$ cat src/rtl/fp_exponent_aligner.sv
// Operand swap and serial significand alignment for the single-precision adder.
// Define FP_ALIGN_NIBBLE_SHIFT_EN to shift by four positions per cycle when possible.
module fp_exponent_aligner #(
  parameter int SHIFT_CLAMP = 27
) (
  input  logic        clk,
  input  logic        rst_n,
  input  logic [31:0] a,
  input  logic [31:0] b,
  input  logic        in_valid,
  output logic        in_ready,
  output logic        out_valid,
  input  logic        out_ready,
  output logic [7:0]  exp_out,
  output logic [23:0] big_man,
  output logic [26:0] small_man,
  output logic        sign_big,
  output logic        sign_small,
  output logic        swapped,
  output logic        special
);

  localparam int CW = $clog2(SHIFT_CLAMP + 1);

  localparam logic [1:0] IDLE  = 2'd0;
  localparam logic [1:0] SHIFT = 2'd1;
  localparam logic [1:0] DONE  = 2'd2;

  logic [1:0]    state_q, state_d;
  logic [CW-1:0] cnt_q, cnt_d;
  logic [7:0]    exp_q, exp_d;
  logic [23:0]   big_q, big_d;
  logic [26:0]   small_q, small_d;
  logic          sb_q, sb_d;
  logic          ss_q, ss_d;
  logic          sw_q, sw_d;
  logic          sp_q, sp_d;

  logic          swap;
  logic [31:0]   hi, lo;
  logic [7:0]    e_hi, e_lo, diff;
  logic [CW-1:0] d;

  always_comb begin
    swap = b[30:0] > a[30:0];
    hi   = swap ? b : a;
    lo   = swap ? a : b;
    e_hi = (hi[30:23] == 8'd0) ? 8'd1 : hi[30:23];
    e_lo = (lo[30:23] == 8'd0) ? 8'd1 : lo[30:23];
    // larger magnitude implies e_hi >= e_lo, so no underflow
    diff = e_hi - e_lo;
    d    = (diff > 8'(SHIFT_CLAMP)) ? CW'(SHIFT_CLAMP) : CW'(diff);
  end

  always_comb begin
    state_d = state_q;
    cnt_d   = cnt_q;
    exp_d   = exp_q;
    big_d   = big_q;
    small_d = small_q;
    sb_d    = sb_q;
    ss_d    = ss_q;
    sw_d    = sw_q;
    sp_d    = sp_q;
    unique case (state_q)
      IDLE: begin
        if (in_valid) begin
          exp_d   = e_hi;
          big_d   = {hi[30:23] != 8'd0, hi[22:0]};
          small_d = {lo[30:23] != 8'd0, lo[22:0], 3'b000};
          cnt_d   = d;
          sb_d    = hi[31];
          ss_d    = lo[31];
          sw_d    = swap;
          sp_d    = (a[30:23] == 8'hFF) || (b[30:23] == 8'hFF);
          state_d = (d == '0) ? DONE : SHIFT;
        end
      end
      SHIFT: begin
`ifdef FP_ALIGN_NIBBLE_SHIFT_EN
        if (cnt_q >= CW'(4)) begin
          small_d    = {4'b0000, small_q[26:4]};
          small_d[0] = |small_q[4:0];
          cnt_d      = cnt_q - CW'(4);
        end else begin
          small_d    = {1'b0, small_q[26:1]};
          small_d[0] = small_q[1] | small_q[0];
          cnt_d      = cnt_q - CW'(1);
        end
`else
        small_d    = {1'b0, small_q[26:1]};
        small_d[0] = small_q[1] | small_q[0];
        cnt_d      = cnt_q - CW'(1);
`endif
        if (cnt_d == '0) state_d = DONE;
      end
      DONE: begin
        if (out_ready) state_d = IDLE;
      end
      default: state_d = IDLE;
    endcase
  end

  always_ff @(posedge clk) begin
    if (!rst_n) begin
      state_q <= IDLE;
      cnt_q   <= '0;
      exp_q   <= '0;
      big_q   <= '0;
      small_q <= '0;
      sb_q    <= 1'b0;
      ss_q    <= 1'b0;
      sw_q    <= 1'b0;
      sp_q    <= 1'b0;
    end else begin
      state_q <= state_d;
      cnt_q   <= cnt_d;
      exp_q   <= exp_d;
      big_q   <= big_d;
      small_q <= small_d;
      sb_q    <= sb_d;
      ss_q    <= ss_d;
      sw_q    <= sw_d;
      sp_q    <= sp_d;
    end
  end

  assign in_ready   = (state_q == IDLE);
  assign out_valid  = (state_q == DONE);
  assign exp_out    = exp_q;
  assign big_man    = big_q;
  assign small_man  = small_q;
  assign sign_big   = sb_q;
  assign sign_small = ss_q;
  assign swapped    = sw_q;
  assign special    = sp_q;

endmodule

$ cat config.mk
export PLATFORM = sky130hd
export DESIGN_NAME = fp_exponent_aligner
export DESIGN_NICKNAME = d
export VERILOG_FILES = /design/src/rtl/fp_exponent_aligner.sv
export SDC_FILE = /design/constraint.sdc
export NUM_CORES = 1
export LEC_CHECK = 0
export CAP_MARGIN = 20
export CORE_MARGIN = 2
export CORE_UTILIZATION = 49
export CTS_BUF_LIST = sky130_fd_sc_hd__clkbuf_4 sky130_fd_sc_hd__clkbuf_8
export CTS_CLUSTER_SIZE = 20
export DETAILED_ROUTE_END_ITERATION = 12
export GPL_TIMING_DRIVEN = 0
export PLACE_DENSITY = 0.83
export SLEW_MARGIN = 20
export SYNTH_ARGS = -nofsm -noshare
export SYNTH_HDL_FRONTEND = slang
export SYNTH_SLANG_ARGS = --single-unit
$ cat constraint.sdc
create_clock -name clk -period 6.58 [get_ports clk]
set_input_delay 1.645 -clock clk [delete_from_list [all_inputs] [get_ports clk]]
set_output_delay 1.645 -clock clk [all_outputs]
set_load 0.05 [all_outputs]
Yosys cells after proc, flatten, opt, wreduce, memory -nomap -nowiden. Index checks and enable logic that the tools add are counted.

Register bits after elaboration: 70. Input bits: 68. Output and inout bits: 65. Word-level logic and storage cells: 47.

Add/subtract/negate cells: 2. Magnitude comparators: 2. Equal/unequal tests: 7. Multiplexer cells: 14. Bitwise gates (word level): 1. Reductions and logical operators: 12.

Operator list (count): $mux W32 (2); $pmux W27 S2 (1); $gt A31 B31 Y1 (1); $mux W27 (1); $eq A8 B8 Y1 const B (2); $logic_not A8 Y1 (2); $mux W8 (2); $reduce_bool A8 Y1 (2); $logic_not A5 Y1 (2); $mux W5 (2); $pmux W5 S2 (1); $gt A8 B5 Y1 const B (1); $mux W2 (4); $sub A8 B8 Y8 (1); $pmux W2 S3 (1); $sub A5 B1 Y5 const B (1); $ne A2 B2 Y1 const B (2); $reduce_and A2 Y1 (2); $reduce_and A3 Y1 (1); $eq A2 B1 Y1 const B (1); $eq A2 B2 Y1 const B (1); $logic_not A2 Y1 (1); $ne A2 B1 Y1 const B (1); $reduce_bool A2 Y1 (1); other kinds (2) (2).

Depth between registers and ports, before layout.
Word-level depth: 11. Mapped depth: 21. Depth with buffers taken out: 18.

Worst setup path after synthesis. No wires, ideal clock.

Path type: input-to-reg. Start point: input port a[13]. End point: register cnt_q[2]. Setup time: 116 ps. Arrival time: 5266 ps. Required time: 6464 ps. Slack: 1197 ps. Stages: 20. Path buffers: 3. Cells stage by stage: inv_1 ha_1 nand4_1 nor4_1 and3b_1 a22oi_2 buf_6 buf_8 buf_6 mux2i_1 ha_1 inv_1 fa_1 a21o_1 a21o_1 a21oi_1 mux2i_1 nor2_1 and3_1 a41o_1.

Word-level cells in the longest chain between the ends: 9. Elaborated cells on any way between the ends: 12. Those cells by class: add/sub (1); order compare (2); mux (7); reduce/logical (2).

Ends and longest elaborated chain: start, declared (line 8) `input logic [31:0] a,`; $gt A31 B31 Y1 * (line 45) `swap = b[30:0] > a[30:0];`; $mux W32 (on tied branches) (line 46, 47); $logic_not A8 Y1 (on tied branches) (line 48, 49); $mux W8 (on tied branches) (line 48, 49); $sub A8 B8 Y8 * (line 51) `diff = e_hi - e_lo;`; $gt A8 B5 Y1 (line 52) `d = (diff > 8'(SHIFT_CLAMP)) ? CW'(SHIFT_CLAMP) : CW'(diff);`; $mux W5 * (line 52); $mux W5 * (line 67) `if (in_valid) begin`; $pmux W5 S2 * (line 65) `unique case (state_q)`; end signal, assigned (line 117) `cnt_q <= cnt_d;`; end, declared (line 30) `logic [CW-1:0] cnt_q, cnt_d;`.

Mark *: on every way between the ends. The rest lies on a longest branch, timed or not. The select of a mux whose other input is x is not followed. A chain may end at the register's enable or synchronous reset.

Worst setup path after layout.
Start point: input port a[6]. End point: register cnt_q[0].

Same word-level chain as after synthesis.

==> impl_metrics.csv <==
group,metric,value,unit
worst_hold_path,hold_class,"flop to flop",
placement,dp_hpwl,10.96,mm
clocking,cts.sinks,70,
placement,port_buffers,132,
timing,fin_crit,6421,ps
layout,fillers,680,
placement,dp_cells,757,
routing,drt-initial-drc-count,331,
critical_path,crit_path_end_kind,"flop",
timing,hold_viol_final,0,
global_routing,grt_pass1_vias,4441,
placement,gp_congestion,0.9809,
layout,instances_no_fill,773,
global_routing,top_usage_layer,"met2",
clocking,clock_path_buffers,2,
clocking,root_buffer,"clkbuf_8",
timing,skew,9.840,ps
clocking,cts_hold_buf,0,
die,io_pins,133,
clocking,clkTransAtPathRegs,80,ps
layout,drive_above_1_share,0.06767,
layout,seq_area,0.001401,sq mm
global_routing,overflow,0,
timing,setup_violations,0,
routing,avgRoutedWirePerCell,18.13,microns
layout,num_antenna_cells,0,
layout,syn2layout_area_growth,37.11,%
pwr,static-leakage-power,0.002602,uW
layout,mostFrequentLayoutCell,"clkdlybuf4s50_1",
layout,post-route-util,0.6992,
yosys,ys_seq_area_frac,0.3121,
critical_path,critPathMaxFanout,10,
routing,wl,14.01,mm
run,maxCapViolCount,0,
placement,pre_cts_slack,-196.5,ps
pwr,powerDensity,258.1,mW/mm^2
routing,drc,0,
routing,firstDrtPassIters,5,
routing,ant_nets,0,
routing,num_vias,4562,
layout,multiInputGateArea,0.002758,sq mm
global_routing,grt_pass1_wl,22.07,mm
clocking,cts_setup_buffers,0,
yosys,syn-instance-count,517,
critical_path,cp_data_required_time,6830,ps
die,initial_utilization,0.5099,
yosys,synth_cell_type_count,55,
timing,setup_ws,158.6,ps
layout,most-common-layout-cells,"132 x clkdlybuf4s50_1, 70 x dfxtp_1, 53 x a21oi_1, 53 x mux2i_1, 44 x o21ai_0",
critical_path,critPathKind,"input port to flop",
die,core-area,0.008806,sq mm
timing,max_slew.worst_pin.slew,668.2,ps
critical_path,arrival,6670,ps
die,rows,34,
placement,placed_area,0.005947,sq mm
clocking,clk_latency,340,ps
yosys,ys_warn_count,0,
critical_path,cp-start-kind,"input port",
die,die_y,99.73,microns
clocking,htree_levels,3,
timing,fmax,155.7,MHz
pwr,ir_worst_vdd,0.0001554,V
yosys,syn_nets,626,
die,die_w,99.73,microns
timing,post-route-period-util,0.9759,
global_routing,use_met1,0.3747,
timing,whs,499.7,ps
yosys,syn_area,0.004491,sq mm
clocking,cts_buffers,9,
yosys,synth_edf_count,0,
global_routing,antenna_found_initial,0,
outcome,status,"finished, final reports clean",
routing,avgViaCountPerCell,5.902,
yosys,post_synth.cell_area_avg,8.686,sq um
timing,slew_headroom,0.5546,
timing,slew_violations,0,
die,dieArea,0.009946,sq mm
clocking,cts_tree,"done",
global_routing,grt_max_degree,12,
yosys,synth_seq_cells,70,
global_routing,grtUsageMet2,0.4584,
layout,design_area,0.006157,sq mm
global_routing,grt_use_met3,0.04919,
layout,num-nets-final,769,
yosys,synth_flop_cell,"dfxtp_1",
global_routing,groute.usage.overall,0.2794,
yosys,async_reset_ff_frac,0,
timing,rsz0062_at_grt,"no",
layer usage:
layer	part of all wire	up-vias
li1	-	2203
met1	0.44	2144
met2	0.47	192
met3	0.070	23
met4	0.022	0
met5	0	-
cells by family after synthesis:
logic type | after synthesis | share of synthesized area
adders and majority gates | 41 | 0.1159
DFF | 70 | 0.3121
xor gates and xnor gates | 8 | 0.01560
AOI/OAI and AO/OA | 182 | 0.2513
and+or+nand+nor | 84 | 0.09446
buffers and inverters | 72 | 0.07411
muxes | 60 | 0.1365
metrics by stage:
stage               power [uW]  setup TNS [ps]
floorplan                978.1               0
global placement          1195          -275.6
detailed placement        1211          -640.9
CTS                       1581               0
global route              1658               0
finish                    1589               0
synth_stat cells (2+ instances only):
| cell type | n | area share |
|---|---|---|
| a31o_2 | 3 | 0.0059 |
| nand2_1 | 13 | 0.011 |
| nand3_1 | 5 | 0.0056 |
| nor3_1 | 4 | 0.0045 |
| inv_1 | 40 | 0.033 |
| ha_1 | 40 | 0.11 |
| nor2_1 | 32 | 0.027 |
| a211oi_1 | 2 | 0.0033 |
| xnor2_1 | 6 | 0.012 |
| nand4_1 | 9 | 0.013 |
| o21ba_2 | 6 | 0.013 |
| nand2b_1 | 2 | 0.0028 |
| a31oi_1 | 4 | 0.0056 |
| nor4_1 | 4 | 0.0056 |
| nor3b_1 | 2 | 0.0033 |
| buf_4 | 2 | 0.0033 |
| mux2_2 | 6 | 0.015 |
| o21ai_0 | 44 | 0.049 |
| o22ai_1 | 23 | 0.032 |
| buf_6 | 2 | 0.0050 |
| dfxtp_1 | 70 | 0.31 |
| mux2i_1 | 53 | 0.12 |
| xor2_1 | 2 | 0.0039 |
| clkbuf_1 | 23 | 0.019 |
| a221oi_1 | 3 | 0.0059 |
| o21a_1 | 4 | 0.0067 |
| a21o_1 | 4 | 0.0067 |
| a22oi_1 | 25 | 0.042 |
| nor2b_1 | 5 | 0.0070 |
| buf_8 | 2 | 0.0067 |
| a21oi_1 | 53 | 0.059 |
layout make-up:
class	instances	share of cell area
repair buffers	132	0.2146
flip-flops and latches	70	0.2276
inverters	40	0.02439
clock buffers	13	0.02703
plain buffers	32	0.02967
multi-input cells	375	0.4479
well taps	108	0.02195
clock inverters	3	0.006909
path summary, 6_finish.rpt:
check / start / endpoint / slack [ps] / cells after the start
max: a[6] / cnt_q[0] / 160 / 22
min: swapped / swapped / 500 / 2
max reg2reg: state_q[0] / special / 4490 / 6
min reg2reg: swapped / swapped / 500 / 2
report_power, final:
group          leakage [uW]  internal [uW]  switching (uW)  total, uW
clock network      0.000106            204             171        376
logic               0.00192            271             428        699
registers          0.000578            476            38.0        514
sequential cells by signal, indices dropped and copies added (netlist names):
register,count
swapped,1
small_man,27
cnt_q,5
special,1
exp_out,8
big_man,24
sign_big,1
sign_small,1
state_q,2
timing repair:
| action | CTS | global route |
|---|---|---|
| endpoints found under the setup margin | 0 | 3 |
| gates resized for setup | 0 | 1 |
| endpoints found under the hold margin | 0 | 0 |
worst max-delay path, stage by stage:
cell and delay, ps:
clkdlybuf4s50_1 500, inv_1 50, ha_1 320, nand4_1 180
a21oi_1 70, a2111oi_1 560, o31ai_1 190, a22oi_2 170
buf_6 180, buf_8 170, buf_6 190, mux2i_1 220
ha_1 200, inv_1 60, fa_1 390, a21o_1 180
a21o_1 200, a21oi_1 210, mux2i_1 280, nor2_1 120
and3_1 250, a311oi_1 290
Note: power is estimated with default switching activity, not from simulation.
